$ cat config.mk
export PLATFORM = sky130hd
export DESIGN_NAME = fp_div
export DESIGN_NICKNAME = d
export VERILOG_FILES = /design/src/rtl/fp_div.sv
export SDC_FILE = /design/constraint.sdc
export NUM_CORES = 1
export LEC_CHECK = 0
export CORE_ASPECT_RATIO = 1.25
export CORE_MARGIN = 4
export CORE_UTILIZATION = 50
export DETAILED_ROUTE_END_ITERATION = 6
export DONT_BUFFER_PORTS = 1
export PLACE_DENSITY_LB_ADDON = 0.15
export RECOVER_POWER = 100
export SKIP_LAST_GASP = 1
export SLEW_MARGIN = 20
export SYNTH_ARGS = -nofsm -noshare
export SYNTH_HDL_FRONTEND = slang
export SYNTH_SLANG_ARGS = --single-unit
$ cat constraint.sdc
create_clock -name clk -period 4.65 [get_ports clk]
set_clock_uncertainty 0.15 [all_clocks]
set_input_delay 0.6975 -clock clk [delete_from_list [all_inputs] [get_ports clk]]
set_output_delay 0.6975 -clock clk [all_outputs]
set_load 0.03 [all_outputs]
$ cat src/rtl/fp_div.sv
// Iterative single-precision divider: restoring radix-2 mantissa division,
// one quotient bit per clock, five rounding modes, early exit on specials.
module fp_div #(
    parameter int W = 32,
    parameter int M = 22,
    parameter int E = 30
) (
    input  logic         clk,
    input  logic         rst,
    input  logic         act,
    input  logic [W-1:0] in1,
    input  logic [W-1:0] in2,
    input  logic [2:0]   round_m,
    output logic [W-1:0] out,
    output logic         done,
    output logic         busy,
    output logic         ov,
    output logic         un,
    output logic         inv,
    output logic         inexact,
    output logic         dz
);
    localparam int EW = E - M;
    localparam int XW = EW + 2;
    localparam int NQ = M + 3;
    localparam int CW = $clog2(NQ);
    localparam logic [CW-1:0] LAST = CW'(NQ - 1);

    localparam logic signed [XW-1:0] BIAS = XW'((1 << (EW - 1)) - 1);
    localparam logic signed [XW-1:0] EMAX = XW'((1 << EW) - 1);
    localparam logic signed [XW-1:0] ONE  = XW'(1);
    localparam logic signed [XW-1:0] ZERO = '0;

    localparam logic [2:0] RNE = 3'd0;
    localparam logic [2:0] RZ  = 3'd1;
    localparam logic [2:0] RD  = 3'd2;
    localparam logic [2:0] RU  = 3'd3;
    localparam logic [2:0] RNA = 3'd4;

    localparam logic [W-2:0] INF  = {{EW{1'b1}}, {(M+1){1'b0}}};
    localparam logic [W-2:0] MAXF = {{(EW-1){1'b1}}, 1'b0, {(M+1){1'b1}}};
    localparam logic [W-1:0] QNAN = {1'b0, {EW{1'b1}}, 1'b1, {M{1'b0}}};

    typedef enum logic [1:0] {IDLE, PREP, DIV, ROUND} state_t;

    state_t state_q, state_d;

    logic [W-1:0]          a_q, b_q;
    logic [2:0]            rm_q;
    logic signed [XW-1:0]  eq_q;
    logic [M+2:0]          r_q;
    logic [M+1:0]          qt_q;
    logic [CW-1:0]         cnt_q;

    logic [EW-1:0] ea, eb;
    logic [M:0]    fa, fb;
    logic          sgn;
    logic          a_zero, b_zero, a_inf, b_inf, a_nan, b_nan, special;

    assign ea  = a_q[E:M+1];
    assign eb  = b_q[E:M+1];
    assign fa  = a_q[M:0];
    assign fb  = b_q[M:0];
    assign sgn = a_q[W-1] ^ b_q[W-1];

    assign a_zero  = (ea == '0);
    assign b_zero  = (eb == '0);
    assign a_inf   = (ea == '1) && (fa == '0);
    assign b_inf   = (eb == '1) && (fb == '0);
    assign a_nan   = (ea == '1) && (fa != '0);
    assign b_nan   = (eb == '1) && (fb != '0);
    assign special = a_zero | b_zero | a_inf | b_inf | a_nan | b_nan;

    logic [W-1:0] sp_res;
    logic         sp_inv, sp_dz;

    always_comb begin
        sp_res = {sgn, INF};
        sp_inv = 1'b0;
        sp_dz  = 1'b0;
        if (a_nan | b_nan) begin
            sp_res = QNAN;
            sp_inv = (a_nan & ~fa[M]) | (b_nan & ~fb[M]);
        end else if ((a_zero & b_zero) | (a_inf & b_inf)) begin
            sp_res = QNAN;
            sp_inv = 1'b1;
        end else if (b_zero) begin
            sp_dz  = ~a_inf;
        end else if (a_zero | b_inf) begin
            sp_res = {sgn, {(W-1){1'b0}}};
        end
    end

    logic [M+1:0]         ma, mb, rdiff;
    logic signed [XW-1:0] eq0;
    logic                 lt, qbit;

    assign ma    = {1'b1, fa};
    assign mb    = {1'b1, fb};
    assign lt    = (ma < mb);
    assign eq0   = $signed({2'b00, ea}) - $signed({2'b00, eb}) + BIAS;
    assign qbit  = (r_q >= {1'b0, mb});
    // remainder after subtraction is always below mb, so 24 bits suffice
    assign rdiff = r_q[M+1:0] - (qbit ? mb : '0);

    logic [M:0]           f, f_r;
    logic                 g, s, up, to_inf, ovf, unf;
    logic [XW+M:0]        sum;
    logic signed [XW-1:0] eq_r;
    logic [W-1:0]         res;

    assign f = qt_q[M+1:1];
    assign g = qt_q[0];
    assign s = (r_q != '0);

    always_comb begin
        up     = 1'b0;
        to_inf = 1'b0;
        unique case (rm_q)
            RNE: begin up = g & (s | f[0]); to_inf = 1'b1; end
            RNA: begin up = g;              to_inf = 1'b1; end
            RU:  begin up = (g | s) & ~sgn; to_inf = ~sgn; end
            RD:  begin up = (g | s) & sgn;  to_inf = sgn;  end
            default: ;
        endcase
    end

    assign sum  = {eq_q, f} + {{(XW+M){1'b0}}, up};
    assign eq_r = sum[XW+M:M+1];
    assign f_r  = sum[M:0];
    assign ovf  = (eq_r >= EMAX);
    assign unf  = ~ovf & (eq_r <= ZERO);

    always_comb begin
        res = {sgn, eq_r[EW-1:0], f_r};
        if (ovf)
            res = {sgn, to_inf ? INF : MAXF};
        else if (unf)
            res = {sgn, {(W-1){1'b0}}};
    end

    always_ff @(posedge clk or negedge rst) begin
        if (!rst)
            state_q <= IDLE;
        else
            state_q <= state_d;
    end

    always_comb begin
        state_d = state_q;
        unique case (state_q)
            IDLE:  if (act) state_d = PREP;
            PREP:  state_d = special ? IDLE : DIV;
            DIV:   if (cnt_q == LAST) state_d = ROUND;
            ROUND: state_d = IDLE;
            default: state_d = IDLE;
        endcase
    end

    assign busy = (state_q != IDLE);

    always_ff @(posedge clk or negedge rst) begin
        if (!rst) begin
            a_q     <= '0;
            b_q     <= '0;
            rm_q    <= '0;
            eq_q    <= '0;
            r_q     <= '0;
            qt_q    <= '0;
            cnt_q   <= '0;
            out     <= '0;
            done    <= 1'b0;
            ov      <= 1'b0;
            un      <= 1'b0;
            inv     <= 1'b0;
            inexact <= 1'b0;
            dz      <= 1'b0;
        end else begin
            done <= 1'b0;
            unique case (state_q)
                IDLE: if (act) begin
                    a_q  <= in1;
                    b_q  <= in2;
                    rm_q <= round_m;
                end
                PREP: if (special) begin
                    out     <= sp_res;
                    ov      <= 1'b0;
                    un      <= 1'b0;
                    inv     <= sp_inv;
                    inexact <= 1'b0;
                    dz      <= sp_dz;
                    done    <= 1'b1;
                end else begin
                    r_q   <= lt ? {ma, 1'b0} : {1'b0, ma};
                    eq_q  <= lt ? eq0 - ONE : eq0;
                    qt_q  <= '0;
                    cnt_q <= '0;
                end
                DIV: begin
                    r_q   <= {rdiff, 1'b0};
                    qt_q  <= {qt_q[M:0], qbit};
                    cnt_q <= cnt_q + CW'(1);
                end
                ROUND: begin
                    out     <= res;
                    ov      <= ovf;
                    un      <= unf;
                    inv     <= 1'b0;
                    dz      <= 1'b0;
                    inexact <= g | s | ovf | unf;
                    done    <= 1'b1;
                end
                default: ;
            endcase
        end
    end
endmodule
==> impl_metrics.prom <==
# TYPE chip_impl_metric gauge
chip_impl_metric{name="post-route-period-util",unit=""} 0.957
chip_impl_metric{name="drc",unit=""} 0
chip_impl_metric{name="routed_wirelength",unit="mm"} 30.2
chip_impl_metric{name="synth_seq_cells",unit=""} 171
chip_impl_info{name="outcome",value="finished, violations left"} 1
chip_impl_info{name="timing.rr.end",value="out[10]"} 1
chip_impl_metric{name="cp.arrival",unit="ps"} 4610
chip_impl_metric{name="gr-usage-met2",unit=""} 0.421
chip_impl_metric{name="share_of_synthesized_area_occupied_by_flip_flops_and_latches",unit=""} 0.383
chip_impl_info{name="cts_root_buffer",value="clkbuf_16"} 1
chip_impl_metric{name="insertedDiodeCount",unit=""} 0
chip_impl_info{name="worstHoldPathType",value="input pin to async pin"} 1
chip_impl_info{name="yosys-top-cells-area",value="dfrtp_1, ha_1, nand2_1, o21ai_0, mux2_2"} 1
chip_impl_metric{name="gr-usage-met1",unit=""} 0.301
chip_impl_metric{name="synth_fp_nets",unit=""} 1385
chip_impl_metric{name="asyncSetResetFlopFracSynth",unit=""} 1.00
chip_impl_metric{name="use_met3",unit=""} 0.0427
chip_impl_metric{name="worst-slew-pin-transition",unit="ps"} 1810
chip_impl_metric{name="postPlaceCellArea",unit="sq mm"} 0.0120
chip_impl_metric{name="synth_largest_type_area_fraction",unit=""} 0.383
chip_impl_metric{name="min_period",unit="ps"} 4450
chip_impl_metric{name="grt.total_usage",unit=""} 0.244
chip_impl_metric{name="finalNetCount",unit=""} 1449
chip_impl_metric{name="grt_antenna_before_repair",unit=""} 0
chip_impl_metric{name="number_of_levels_in_the_clock_h_tree",unit=""} 4
chip_impl_metric{name="number_of_different_library_cells_in_the_post_synthesis_netlist",unit=""} 78
chip_impl_metric{name="worst-r2r-setup-slack",unit="ps"} 200
chip_impl_info{name="timing_worst_setup_path_type",value="flip-flop to flip-flop"} 1
chip_impl_metric{name="whs",unit="ps"} -194
chip_impl_metric{name="f_max",unit="GHz"} 0.225
chip_impl_metric{name="drtAntennaViolNets",unit=""} 0
chip_impl_metric{name="num_io_pins",unit=""} 109
chip_impl_metric{name="number_of_detailed_routing_iterations_run_before_antenna_repair",unit=""} 5
chip_impl_metric{name="yosysWarnings",unit=""} 0
chip_impl_info{name="critical_path.cell_chain",value="buf_4 -> nor4_1 -> nand4_1 -> nor2_1 -> a211oi_1 -> o22a_1 -> ha_1 -> ha_1 -> and3_1 -> and3_1 -> or3_1 -> o22a_1 -> o21ai_2 -> a41oi_2 -> a21boi_4 -> buf_12 -> a22o_1"} 1
chip_impl_metric{name="grt_max_degree",unit=""} 172
chip_impl_metric{name="crit_path_max_incr_delay",unit="ps"} 420
chip_impl_info{name="worst_path_dominant_cell_family",value="simple AND/OR/NAND/NOR gates"} 1
chip_impl_metric{name="placement.setup.worst_slack",unit="ps"} -139
chip_impl_metric{name="areaGrowthSynthToFinish",unit="%"} 14.4
chip_impl_metric{name="cts_num_sinks",unit=""} 171
chip_impl_info{name="cts_tree",value="yes"} 1
chip_impl_metric{name="worstPathRequired",unit="ps"} 4810
chip_impl_metric{name="tritoncts.num_buffers",unit=""} 17
chip_impl_metric{name="number_of_global_route_vias_before_repair",unit=""} 9242
chip_impl_metric{name="die_w",unit="um"} 142
chip_impl_metric{name="setup_tns_final",unit="ps"} 0
chip_impl_info{name="grt-busiest-layer",value="met2"} 1
chip_impl_metric{name="routed-via-count",unit=""} 9412
chip_impl_metric{name="initial_utilization",unit=""} 0.513
chip_impl_metric{name="synth.cell_area",unit="sq mm"} 0.0112
chip_impl_metric{name="global_route_wire_length_before_repair",unit="mm"} 48.4
chip_impl_metric{name="cts-root-to-sink-buffers",unit=""} 2
chip_impl_metric{name="overflow",unit=""} 0
chip_impl_metric{name="place.gp.congestion",unit=""} 0.898
chip_impl_metric{name="setup_viol",unit=""} 0
chip_impl_info{name="synth_area_leader_cell",value="dfrtp_1"} 1
chip_impl_metric{name="max_cap_viol_count",unit=""} 1
chip_impl_metric{name="fp.dieArea",unit="sq mm"} 0.0248
chip_impl_metric{name="core_region_area",unit="sq mm"} 0.0218
chip_impl_metric{name="dp_hpwl",unit="mm"} 22.5
chip_impl_metric{name="detail_route.vias_per_cell",unit=""} 5.93
chip_impl_info{name="regToRegStartpoint",value="r_q[1]"} 1
chip_impl_metric{name="postLayoutCellArea",unit="sq mm"} 0.0128
chip_impl_metric{name="critPathMaxFanout",unit=""} 22
chip_impl_info{name="dominantRegCellSynth",value="dfrtp_1"} 1
chip_impl_metric{name="hold_viol",unit=""} 171
chip_impl_metric{name="synthesis.instances",unit=""} 1231
chip_impl_metric{name="routed_wire_length_per_instance",unit="um"} 19.0
chip_impl_metric{name="drt_first_iter_violations",unit=""} 561
chip_impl_metric{name="drive_above_1_share",unit=""} 0.166
chip_impl_metric{name="cts.reportedPaths.clkPinSlew",unit="ps"} 70
chip_impl_metric{name="edff_count_synth",unit=""} 0
chip_impl_info{name="synth_top_cells_by_count",value="nand2_1, dfrtp_1, o21ai_0"} 1
chip_impl_info{name="post-synth-top-count-cell",value="nand2_1"} 1
chip_impl_metric{name="postSynthAreaPerCell",unit="sq um"} 9.07
chip_impl_info{name="violations_in_the_final_reports",value="hold timing, capacitance limit, slew limit"} 1
chip_impl_info{name="timing.critical_path.to_type",value="flip-flop"} 1
chip_impl_info{name="critical_path.slowest_cell",value="nor4_1"} 1
chip_impl_metric{name="io_buffer_count",unit=""} 0
chip_impl_metric{name="std_cell_rows",unit=""} 60
chip_impl_metric{name="worstPathBufferInverterCount",unit=""} 2
chip_impl_metric{name="reg2reg_depth",unit=""} 17
chip_impl_info{name="startpoint_type_of_the_worst_setup_path",value="flip-flop"} 1
chip_impl_metric{name="layout_setup_ws",unit="ps"} 201
chip_impl_metric{name="maxSlewHeadroom",unit=""} -0.209
chip_impl_metric{name="die-height",unit="um"} 175
chip_impl_metric{name="final-max-slew-violation-count",unit=""} 99
chip_impl_metric{name="clock_latency",unit="ps"} 440
-- cell type report --
cell class / count / area [sq um]
fillers: 1903 / 9000
clock buffers: 18 / 439
well taps: 279 / 349
flip-flops and latches: 171 / 4280
clock inverters: 14 / 178
repair buffers: 104 / 786
multi-input cells: 950 / 6550
inverters: 51 / 191
-- registers in the layout (all words and copies together) (netlist names), named ones only --
name     flops
a_q         32
ov           1
dz           1
inexact      1
cnt_q        5
r_q         25
b_q         32
done         1
out         32
state_q      1
qt_q        24
rm_q         3
eq_q        10
inv          1
un           1
-- kinds of logic after synthesis --
logic type,after synthesis,share of synthesized area
mux,47,0.0467
xor+xnor,74,0.0594
fa+ha+maj,84,0.0955
compound gates,321,0.193
flops,171,0.383
buf+inv,110,0.0396
simple gates,424,0.182
-- how the worst max path moves through the flow --
| stage | start | endpoint | cells past startpoint |
|---|---|---|---|
| after CTS | b_q[3] | r_q[13] | 21 |
| after detailed placement | b_q[3] | r_q[23] | 19 |
| after floorplan | b_q[3] | r_q[23] | 20 |
| final | r_q[1] | out[10] | 17 |
| after global routing | b_q[5] | r_q[23] | 19 |
| after global placement | b_q[3] | r_q[23] | 19 |
-- stage by stage --
stage                     std cells  utilization
final                          1587        0.587
after global routing           1587        0.587
after CTS                      1580        0.581
after detailed placement       1547        0.552
after global placement         1547        0.552
after floorplan                1231            -
-- layout by cell type, fill, tap and decap left out, types with 5 or more instances in the layout --
master	instances
clkbuf_16	17
a21oi_1	57
nor4_1	20
buf_4	99
xnor2_1	39
nor2_1	57
nor2b_1	7
o211ai_1	10
ha_1	82
a211oi_1	7
nand4_1	24
o22a_1	5
nor3_1	16
mux2_2	41
and3_1	8
dfrtp_1	171
nand3_1	23
nand2_1	203
and2_1	13
xor2_1	33
a21o_1	18
a22o_1	46
a31oi_1	15
inv_6	5
o2111ai_1	5
inv_1	50
nand2b_1	13
and4_1	6
mux2i_1	6
o21a_1	7
o21ai_0	96
-- routing by layer --
layer  vias up  share of wire  routed length, um
li1       4568              -                  -
met1      4501           0.41              12500
met2       276           0.50              15200
met3        67          0.047               1410
met4         0          0.036               1100
met5         -              0                  0
-- what timing repair did --
action / 4_1_cts / 5_1_grt
pin swaps: 2 / 12
gates cloned: 0 / 0
buffers inserted: 1 / 7
gates resized for setup: 6 / 20
hold endpoints to repair: 171 / 171
endpoints found under the setup margin: 10 / 17
Power is left out: the tool's default activity adds up to more than one toggle a clock period on the data nets, which glitch-free logic cannot reach.
